<file path="config.mk">
export PLATFORM = sky130hd
export DESIGN_NAME = div_unit
export DESIGN_NICKNAME = d
export VERILOG_FILES = /design/src/rtl/div_unit.sv
export SDC_FILE = /design/constraint.sdc
export NUM_CORES = 1
export LEC_CHECK = 0
export BUFFER_PORTS_ARGS = -buffer_cell sky130_fd_sc_hd__buf_2
export CORE_MARGIN = 1.5
export CORE_UTILIZATION = 50
export DETAILED_ROUTE_END_ITERATION = 10
export GPL_ROUTABILITY_DRIVEN = 0
export GPL_TIMING_DRIVEN = 0
export MAX_ROUTING_LAYER = met4
export PLACE_DENSITY = 0.69
export SLEW_MARGIN = 20
export SYNTH_ARGS = -nofsm -noshare
export SYNTH_HDL_FRONTEND = slang
export SYNTH_SLANG_ARGS = --single-unit
</file>
<file path="constraint.sdc">
create_clock -name clk -period 6.79 [get_ports clk]
set_input_delay 0.679 -clock clk [delete_from_list [all_inputs] [get_ports clk]]
set_output_delay 0.679 -clock clk [all_outputs]
set_load 0.03 [all_outputs]
</file>
<file path="src/rtl/div_unit.sv">
// div_unit: 32-bit signed/unsigned restoring divider, 33-cycle latency; DIV_ZERO_FAST_EN lets divide-by-zero finish in one cycle.
module div_unit (
  input  logic        clk,
  input  logic        rst,
  input  logic        div_start,
  input  logic        div_signed,
  input  logic [31:0] div_a,
  input  logic [31:0] div_b,
  input  logic        div_annul,
  output logic        div_ready,
  output logic [63:0] div_result
);
  typedef enum logic [1:0] {IDLE, CALC, DONE} state_t;
  state_t      state_q;
  logic [5:0]  cnt_q;
  logic [31:0] a_q, b_q, q_q, d_q;
  logic [32:0] r_q;
  logic        s_q, ready_q;
  logic [63:0] result_q;
  logic [33:0] r_sh, r_diff;
  logic [32:0] r_d;
  logic [31:0] q_d, quo, rem, a_abs, b_abs;
  logic [63:0] res_d;
  logic        go, zero_fast;
  always_comb begin
    go     = div_start & ~div_annul;
    a_abs  = (div_signed && div_a[31]) ? -div_a : div_a;
    b_abs  = (div_signed && div_b[31]) ? -div_b : div_b;
    r_sh   = {r_q, q_q[31]};
    r_diff = r_sh - {2'b00, d_q};
    r_d    = r_diff[33] ? r_sh[32:0] : r_diff[32:0];
    q_d    = {q_q[30:0], ~r_diff[33]};
    quo    = (s_q && (a_q[31] ^ b_q[31])) ? -q_d : q_d;
    rem    = (s_q && a_q[31]) ? -r_d[31:0] : r_d[31:0];
    res_d  = (b_q == 32'd0) ? {a_q, 32'hFFFF_FFFF} : {rem, quo};
  end
`ifdef DIV_ZERO_FAST_EN
  assign zero_fast = (div_b == 32'd0);
`else
  assign zero_fast = 1'b0;
`endif
  always_ff @(posedge clk) begin
    if (rst) begin
      state_q  <= IDLE;
      cnt_q    <= '0;
      a_q      <= '0;
      b_q      <= '0;
      q_q      <= '0;
      d_q      <= '0;
      r_q      <= '0;
      s_q      <= 1'b0;
      ready_q  <= 1'b0;
      result_q <= '0;
    end else begin
      ready_q <= 1'b0;
      case (state_q)
        IDLE: if (go) begin
          a_q   <= div_a;
          b_q   <= div_b;
          s_q   <= div_signed;
          q_q   <= a_abs;
          d_q   <= b_abs;
          r_q   <= '0;
          cnt_q <= '0;
          state_q  <= zero_fast ? DONE : CALC;
          ready_q  <= zero_fast;
          result_q <= zero_fast ? {div_a, 32'hFFFF_FFFF} : result_q;
        end
        CALC: if (div_annul) state_q <= IDLE;
        else begin
          r_q   <= r_d;
          q_q   <= q_d;
          cnt_q <= cnt_q + 6'd1;
          // last of the 32 iterations: publish the sign-corrected result
          if (cnt_q == 6'd31) begin
            state_q  <= DONE;
            ready_q  <= 1'b1;
            result_q <= res_d;
          end
        end
        DONE: state_q <= IDLE;
        default: state_q <= IDLE;
      endcase
    end
  end
  assign div_ready  = ready_q;
  assign div_result = result_q;
endmodule

</file>
# == Yosys cells after proc, flatten, opt, wreduce, memory -nomap -nowiden ==
# Index checks and enable logic that the tools add are counted.
# classes
n_addsub,6
eq_ne,5
n_mux,20
n_bitwise,5
reduce_logical,12
# op_table
operator,count
$mux 32,6
$neg 32->32,4
$mux 33,3
$pmux 33 s2,1
$mux 64,1
$pmux 32 s2,1
$sub 34x32->34,1
$logic_not 32->1,1
$mux 6,2
$pmux 6 s2,1
$add 6x1->6 const B,1
$eq 6x5->1 const B,1
$mux 2,3
$reduce_and 3->1,2
$logic_and 1x1->1,4
$ne 2x2->1 const B,2
$pmux 2 s2,1
$reduce_and 2->1,2
$ne 3x3->1 const B,1
$not 1->1,3
$reduce_or 3->1,1
$eq 2x1->1 const B,1
$logic_not 2->1,1
$reduce_bool 2->1,1
3 further kinds,3
# totals
reg_bits,235
inputBits,69
wordCells,58

# == Depth between registers and ports, before layout ==
# Gate-level depths: netlist (run 1).
# logic_depth
depth_word,5
ltp_mapped,26

# == Least setup slack after synthesis (run 1) ==
# Ideal clock, no wire load.
# synth_timing
kind,reg-to-reg
start,reg d_q[31]
end,reg result_q[62] (netlist: div_result[62])
arrival_time_ns,4.905
t_required_ns,6.659
slack_ns,1.755
stages_incl_launch_ff,24
path_buffers,4
synth_period_minus_slack_ns,5.035
cell_sequence,dfxtp_1 > inv_1 > ha_1 > a211o_1 > a211oi_2 > nand2_1 > nor3_1 > a211oi_4 > inv_2 > buf_2 > clkbuf_1 > clkbuf_1 > clkbuf_1 > o21ai_0 > inv_1 > ha_1 > nand2_1 > or3_1 > nor3_1 > a41oi_1 > or2_2 > o41ai_1 > xor2_1 > o22ai_1
# synth_via
elab_chain_cells,5
# synth_rtl
element,line,rtl
start: declaration,16,"logic [31:0] a_q, b_q, q_q, d_q;"
start signal: assignment,62,d_q <= b_abs;
$sub 34x32->34 (*),30,"r_diff = r_sh - {2'b00, d_q};"
$mux 33 (*),31,r_d = r_diff[33] ? r_sh[32:0] : r_diff[32:0];
$neg 32->32,34,rem = (s_q && a_q[31]) ? -r_d[31:0] : r_d[31:0];
$mux 32 (*),34,
$mux 64 (*),35,"res_d = (b_q == 32'd0) ? {a_q, 32'hFFFF_FFFF} : {rem, quo};"
end signal: assignment,67,"result_q <= zero_fast ? {div_a, 32'hFFFF_FFFF} : result_q;"
end signal: assignment,78,result_q <= res_d;
end: declaration,19,logic [63:0] result_q;
# Mark *: on every way between the ends. The rest lies on a longest branch, timed or not.
# A chain may end at the register's enable or synchronous reset.

# == Worst setup path after layout (run 1) ==
# layout_timing
start,reg r_q[1]
end,reg result_q[62] (netlist: div_result[62])
# layout_via
elab_chain_cells,5
# layout_rtl
element,line,rtl
start: declaration,17,logic [32:0] r_q;
start signal: assignment,71,r_q <= r_d;
$sub 34x32->34,30,
$mux 33 (*),31,
$neg 32->32,34,
$mux 32 (*),34,
$mux 64 (*),35,
# Marked as above.

==> results of run 1 <==
## synth_stat cells (10+ instances only)
cell | instances | area (µm²)
nor4_1 | 25 | 156
a21oi_1 | 225 | 1130
nand4_1 | 18 | 113
o21ai_0 | 104 | 521
a31oi_1 | 22 | 138
dfxtp_1 | 234 | 4680
and2_1 | 12 | 75.1
a311oi_1 | 20 | 175
a211oi_1 | 49 | 368
or3_1 | 18 | 113
o21a_1 | 10 | 75.1
o31ai_1 | 26 | 195
xnor2_1 | 73 | 639
o41ai_1 | 11 | 96.3
buf_2 | 10 | 50.1
inv_1 | 54 | 203
nor3_1 | 41 | 205
and3_1 | 15 | 93.8
nand2_1 | 307 | 1150
clkbuf_1 | 111 | 417
mux2i_1 | 12 | 120
xor2_1 | 67 | 587
a22oi_1 | 40 | 300
nand3_1 | 20 | 100
ha_1 | 37 | 463
or4_1 | 12 | 90.1
o211ai_1 | 16 | 120
nor2_1 | 194 | 728
## metal layers
| metal | vias to the layer above | global-route usage (%) | share of wire, % |
|---|---|---|---|
| li1 | 7147 | - | - |
| met1 | 7239 | 48.1 | 44 |
| met2 | 811 | 51.9 | 43 |
| met3 | 114 | 5.02 | 9.9 |
| met4 | 0 | 9.73 | 2.9 |
| met5 | - | - | 0 |
## sequential cells by signal (all words and copies together), names as in the netlist
| name | count |
|---|---|
| a_q | 32 |
| b_q | 32 |
| cnt_q | 6 |
| d_q | 31 |
| div_ready | 1 |
| div_result | 64 |
| q_q | 32 |
| r_q | 33 |
| s_q | 1 |
| state_q | 2 |
## per-stage QoR
| step | setup TNS, ns | total power [mW] | instance area [µm²] | setup WS, ns |
|---|---|---|---|---|
| global route | 0 | 3.89 | 16300 | 0.0111 |
| detailed placement | -0.113 | 2.12 | 15300 | -0.0937 |
| floorplan | 0 | 1.91 | 14200 | 1.75 |
| finish | 0 | 3.78 | 16300 | 0.202 |
| global placement | -0.0657 | 2.11 | 15300 | -0.0657 |
| CTS | 0 | 3.75 | 16300 | 0.141 |
## critical path, stage by stage, from the launching register on
cell	delay, ns
dfxtp_1	0.49
ha_1	0.34
nor2_1	0.29
a211oi_4	0.11
o2111ai_1	0.44
a31oi_1	0.22
a211oi_4	0.60
buf_1	0.52
buf_1	0.50
mux2i_1	0.48
ha_1	0.34
nand2_1	0.09
or3_1	0.38
nor3_1	0.34
a41oi_1	0.26
or2_2	0.38
o41ai_1	0.34
xor2_1	0.19
o22ai_1	0.08
## area by class of cell
cell class	count	area [µm²]	share of cell area, %
multi-input combinational	1494	8800	53.9
sequential	234	4680	28.7
clock buffer	38	757	4.64
timing repair buffer	133	666	4.08
buffer	124	480	2.95
tap	378	473	2.90
clock inverter	11	248	1.52
inverter	55	206	1.27
## power by group through the flow
stage,registers (mW),clock network (mW),logic [mW]
after floorplan,1.47,0,0.439
after global placement,1.48,0,0.626
after detailed placement,1.49,0,0.635
after CTS,1.46,1.65,0.639
after global routing,1.46,1.72,0.715
final,1.46,1.66,0.660
## what timing repair did
action	4_1_cts	5_1_grt
resized for setup	1	3
hold endpoints to repair	0	0
endpoints found under the setup margin	3	7
## cell families after synthesis
group / Yosys count / synth area share [%]
xor gates and xnor gates: 140 / 8.66
and+or+nand+nor: 704 / 22.1
buffers and inverters: 180 / 4.86
DFF: 234 / 33.1
muxes: 16 / 1.17
AOI/OAI and AO/OA: 596 / 26.7
adders and majority gates: 38 / 3.41
## layout by cell type, fill, tap and decap left out, types with 22 or more instances in the layout
| cell | n |
|---|---|
| buf_2 | 143 |
| nor3_1 | 41 |
| a211oi_1 | 49 |
| a21oi_1 | 225 |
| xor2_1 | 67 |
| xnor2_1 | 73 |
| nand2_1 | 307 |
| o31ai_1 | 26 |
| o21ai_0 | 104 |
| dfxtp_1 | 234 |
| inv_1 | 54 |
| nor2_1 | 194 |
| a31oi_1 | 22 |
| a22oi_1 | 40 |
| clkbuf_16 | 27 |
| clkbuf_1 | 114 |
| ha_1 | 37 |
| nor4_1 | 23 |
## final timing paths
path | start | to | depth (start not counted)
worst max register to register | r_q[1]$_SDFFE_PP0P_ | div_result[62]$_SDFFE_PP0P_ | 18
worst min register to register | b_q[30]$_SDFFE_PP0P_ | b_q[30]$_SDFFE_PP0P_ | 2
worst max-delay path | r_q[1]$_SDFFE_PP0P_ | div_result[62]$_SDFFE_PP0P_ | 18
worst min-delay path | div_b[9] | b_q[9]$_SDFFE_PP0P_ | 3
==> flow_summary.ini, run 1 <==
[clock_network]
cts_max_level = 1
clock_latency_ns = 0.56
postCtsSetupBuffers = 0
numCtsBuffers = 27
clk_pin_slew_worst_paths_ns = 0.06
clockRootBuffer = clkbuf_16
cts_buffer_depth = 3
cts_tree = yes
hold_buffers = 0
cts_sinks = 234

[power]
combPwrFrac_pct = 17.5
p_per_area_mw_per_mm2 = 231
p_int_mw = 2.68
sequentialPowerShare_pct = 38.6
clkPwrFrac_pct = 43.9
swShare_pct = 29.1
total_leakage_power_nw = 6.35
vdd_drop_max_mv = 0.241
netSwitchingPower_mw = 1.10

[synthesis]
synth-seq-area-share_pct = 33.1
synth_edf_count = 0
synth.avg_cell_area_um2 = 7.42
synth.ff_latch_count = 234
synth_fp_nets = 2015
synthesis.area_mm2 = 0.0142
ys_warn_count = 0
synthFlopType = dfxtp_1
async_flop_share_pct = 0
synth_cell_type_count = 75
synth_cells = 1908

[floorplan]
dieArea_mm2 = 0.0293
coreArea_mm2 = 0.0279
start_util_pct = 50.8
die_w_um = 171
io_pins = 134
fp-row-count = 61
die-height_um = 171

[drt]
post-route-drc-count = 0
wl_um = 49700
via_count = 15300
routed_via_density = 6.21
firstDrtPassIters = 7
drt_iter0_drc = 1794
wl_per_cell_um = 20.1
drtAntennaViolNets = 0

[global_route]
overflow = 0
antenna_found_initial = 0
grt_pass1_wl_um = 76500
grt_pass1_vias = 13800
grt_max_degree = 15
grtUsageTotal_pct = 34.5

[setup_path]
crit_arrival_ns = 6.98
end_kind = flip-flop
cp-start-kind = flip-flop
r2r_slack_ns = 0.20
worstSetupPathType = flip-flop to flip-flop
cp_max_fo = 10
critPathRequiredTime_ns = 7.19

[sta]
fin_hold_ws_ns = 0.388
slew_headroom_pct = 33.7
finalHoldViolCount = 0
setup_violations = 0
period_needed_ns = 6.59
fin_skew_ns = 0.0308
period_share_pct = 97.0
worstMarginPinSlew_ns = 0.991
timing.fmax_mhz = 152
slew_viol_final = 0
rsz0062_at_grt = no

[finish]
layout.nets = 2176
final_cells = 2467
antenna_cells = 0
layout-drive-gt1-share_pct = 10.6
utilization_pct = 58.6
fill_cells = 2654
syn2layout_area_growth_pct = 15.3

[min_path]
hold_class = input pin to flip-flop

[placed_design]
port_buffers = 132
place_hpwl_um = 38800
dpl.cell_count = 2419

[status]
status = complete, no violations

[run]
drv_cap = 0
Power figures use the tool's default switching activity.
==> run 2, diff against run 1 <==
ABC_AREA = 1   (was unset)
BUFFER_PORTS_ARGS = -buffer_cell sky130_fd_sc_hd__buf_4   (was -buffer_cell sky130_fd_sc_hd__buf_2)
==> flow_summary.ini, run 2 <==
[status]
status = complete, no violations

[power]
vdd_drop_max_mv = 0.208
p_per_area_mw_per_mm2 = 225
total_leakage_power_nw = 8.48

[synthesis]
async_flop_share_pct = 0
ys_warn_count = 0
synth_cells = 2436
synth_fp_nets = 2543
synth_edf_count = 0
synth_top_area_cell = dfxtp_1
synth.ff_latch_count = 234
synth.avg_cell_area_um2 = 6.20
synthTopCellsByCount = nand2_1, inv_1, dfxtp_1
synthFlopType = dfxtp_1
synthMuxAreaShare_pct = 0
synthesis.area_mm2 = 0.0151
synthAdderAreaFrac_pct = 3.20
synthTopCellsByArea = dfxtp_1, nand2_1, inv_1, a21oi_1, nand3_1
synthXorXnorAreaFrac_pct = 2.73
synth-seq-area-share_pct = 31.0
synth-compound-area-share_pct = 17.8
synth_cell_type_count = 53
synth_most_common_cell = nand2_1
synth_top_family_by_area = simple AND/OR/NAND/NOR gates
synthSimpleGateAreaFrac_pct = 34.0
yosys.area.top_type_share_pct = 31.0

[sta]
rsz0062_at_grt = no
finalHoldViolCount = 0
setup_violations = 0
worstMarginPinSlew_ns = 1.12
slew_headroom_pct = 25.2
slew_viol_final = 0
fin_hold_ws_ns = 0.386
tns_ns = 0
period_needed_ns = 4.93
fin_skew_ns = 0.0451
timing.fmax_mhz = 203
period_share_pct = 72.7

[floorplan]
io_pins = 134
fp-row-count = 63
die-height_um = 177
dieArea_mm2 = 0.0313
start_util_pct = 50.8
die_w_um = 177
coreArea_mm2 = 0.0297

[min_path]
hold_depth = 3
holdPathEnd = b_q[23]$_SDFFE_PP0P_
min_from = div_b[23]
hold_class = input pin to flip-flop

[setup_path]
cp-start-kind = flip-flop
end_kind = flip-flop
worstSetupPathType = flip-flop to flip-flop
crit_arrival_ns = 5.40
critPathRequiredTime_ns = 7.25
cp_max_fo = 10
r2r_slack_ns = 1.86
reg2reg_from = d_q[24]$_SDFFE_PP0P_
r2r_cells = 26
reg2reg_to = div_result[30]$_SDFFE_PP0P_

[finish]
largest_reg_flops = 64
final_common_cell = nand2_1
layout-drive-gt1-share_pct = 9.67
final_cell_mix = nand2_1, inv_1, dfxtp_1
layout.nets = 2704
syn2layout_area_growth_pct = 16.0
antenna_cells = 0
fill_cells = 2920

[drt]
wl_per_cell_um = 18.5
drt_iter0_drc = 2101
wl_um = 55500
drtAntennaViolNets = 0
via_count = 17100
post-route-drc-count = 0
routed_via_density = 5.70
firstDrtPassIters = 6

[clock_network]
cts_buffer_depth = 3
clock_latency_ns = 0.57
cts_resized = 0
cts_sinks = 234
clockRootBuffer = clkbuf_16
postCtsSetupBuffers = 0
cts_max_level = 1
hold_buffers = 0
clk_pin_slew_worst_paths_ns = 0.06
cts_tree = yes
numCtsBuffers = 26

[placed_design]
port_buffers = 133
place_hpwl_um = 43700

[global_route]
grt_pass1_vias = 15400
overflow = 0
grt_pass1_wl_um = 85700
antenna_found_initial = 0
grtUsageTotal_pct = 36.2
grt_max_degree = 15

[run]
drv_cap = 0
[run 2: cell types whose count changed in the layout (fill, tap and decap cells not counted), moves of 44 or more]
| cell | change |
|---|---|
| buf_2 | -138 |
| inv_1 | +267 |
| nand3_1 | +153 |
| nand2_1 | +337 |
| o21ai_0 | +59 |
| a211oi_1 | -44 |
| buf_4 | +138 |
| xnor2_1 | -56 |
[run 2: cell type report]
cell class	instances	area (µm²)	share of cell area (%)
multi-input cells	1764	8720	49.8
flip-flops and latches	234	4680	26.7
inverters	331	1240	7.09
repair buffers	133	998	5.70
clock buffers	34	721	4.12
well taps	390	488	2.79
plain buffers	107	453	2.59
clock inverters	13	205	1.17
[run 2: kinds of logic (layout without fill, tap and decap cells)]
family / Yosys count / count (layout)
compound gates: 482 / 482
simple gates: 1197 / 1197
buf+inv: 438 / 618
flops: 234 / 234
fa+ha+maj: 38 / 38
xor+xnor: 47 / 47
[run 2: layer usage]
layer  GRT usage [%]  vias up  wire [µm]
li1                -     8255          -
met5               -        -          0
met3            4.75      167       5170
met1            48.4     7803      23500
met2            54.9      915      24200
met4            15.6        0       2660
[run 2: through the flow]
stage / power (mW) / instances / setup WS, ns / area [µm²] / utilization, %
after floorplan: 2.12 / 2436 / 2.95 / 15100 / -
after global placement: 2.40 / 2959 / 2.05 / 16600 / 55.8
after detailed placement: 2.41 / 2959 / 1.98 / 16600 / 55.8
after CTS: 3.91 / 3006 / 1.97 / 17500 / 58.9
after global routing: 4.10 / 3006 / 1.38 / 17500 / 58.9
final: 3.94 / 3006 / 1.86 / 17500 / 58.9
[run 2: worst max-delay path by stage]
stage / from / end / slack, ns
finish: d_q[24]$_SDFFE_PP0P_ / div_result[30]$_SDFFE_PP0P_ / 1.86
detailed placement: d_q[24]$_SDFFE_PP0P_ / div_result[30]$_SDFFE_PP0P_ / 1.98
global placement: d_q[24]$_SDFFE_PP0P_ / div_result[30]$_SDFFE_PP0P_ / 2.05
CTS: d_q[24]$_SDFFE_PP0P_ / div_result[30]$_SDFFE_PP0P_ / 1.97
floorplan: d_q[22]$_SDFFE_PP0P_ / div_result[30]$_SDFFE_PP0P_ / 2.95
global route: d_q[16]$_SDFFE_PP0P_ / div_result[30]$_SDFFE_PP0P_ / 1.38
[run 2: worst max-delay path, stage by stage, from the launching register on]
cell and delay, ns:
dfxtp_1 0.29, inv_1 0.22, ha_1 0.35, a21oi_1 0.21, o21ai_1 0.13, clkinv_1 0.06, nand2_1 0.10, a21oi_4 0.22
nand3_2 0.22, nand2_4 0.21, buf_4 0.24, ha_1 0.17, inv_1 0.05, nor3_1 0.21, nand3_1 0.18, nor3_2 0.20
nand3_1 0.15, nor4_1 0.45, nand3_1 0.19, nand2_1 0.14, o21ai_1 0.11, a21oi_1 0.19, o21ai_0 0.15, a21oi_1 0.13
o21ai_1 0.08, o211ai_1 0.09, inv_1 0.06
[run 2: report_power, final]
part / internal, mW / leakage, nW / switching [mW] / total (mW)
clock: 0.906 / 0.443 / 0.615 / 1.52
sequential: 1.42 / 1.90 / 0.0417 / 1.47
combinational: 0.295 / 6.14 / 0.655 / 0.950
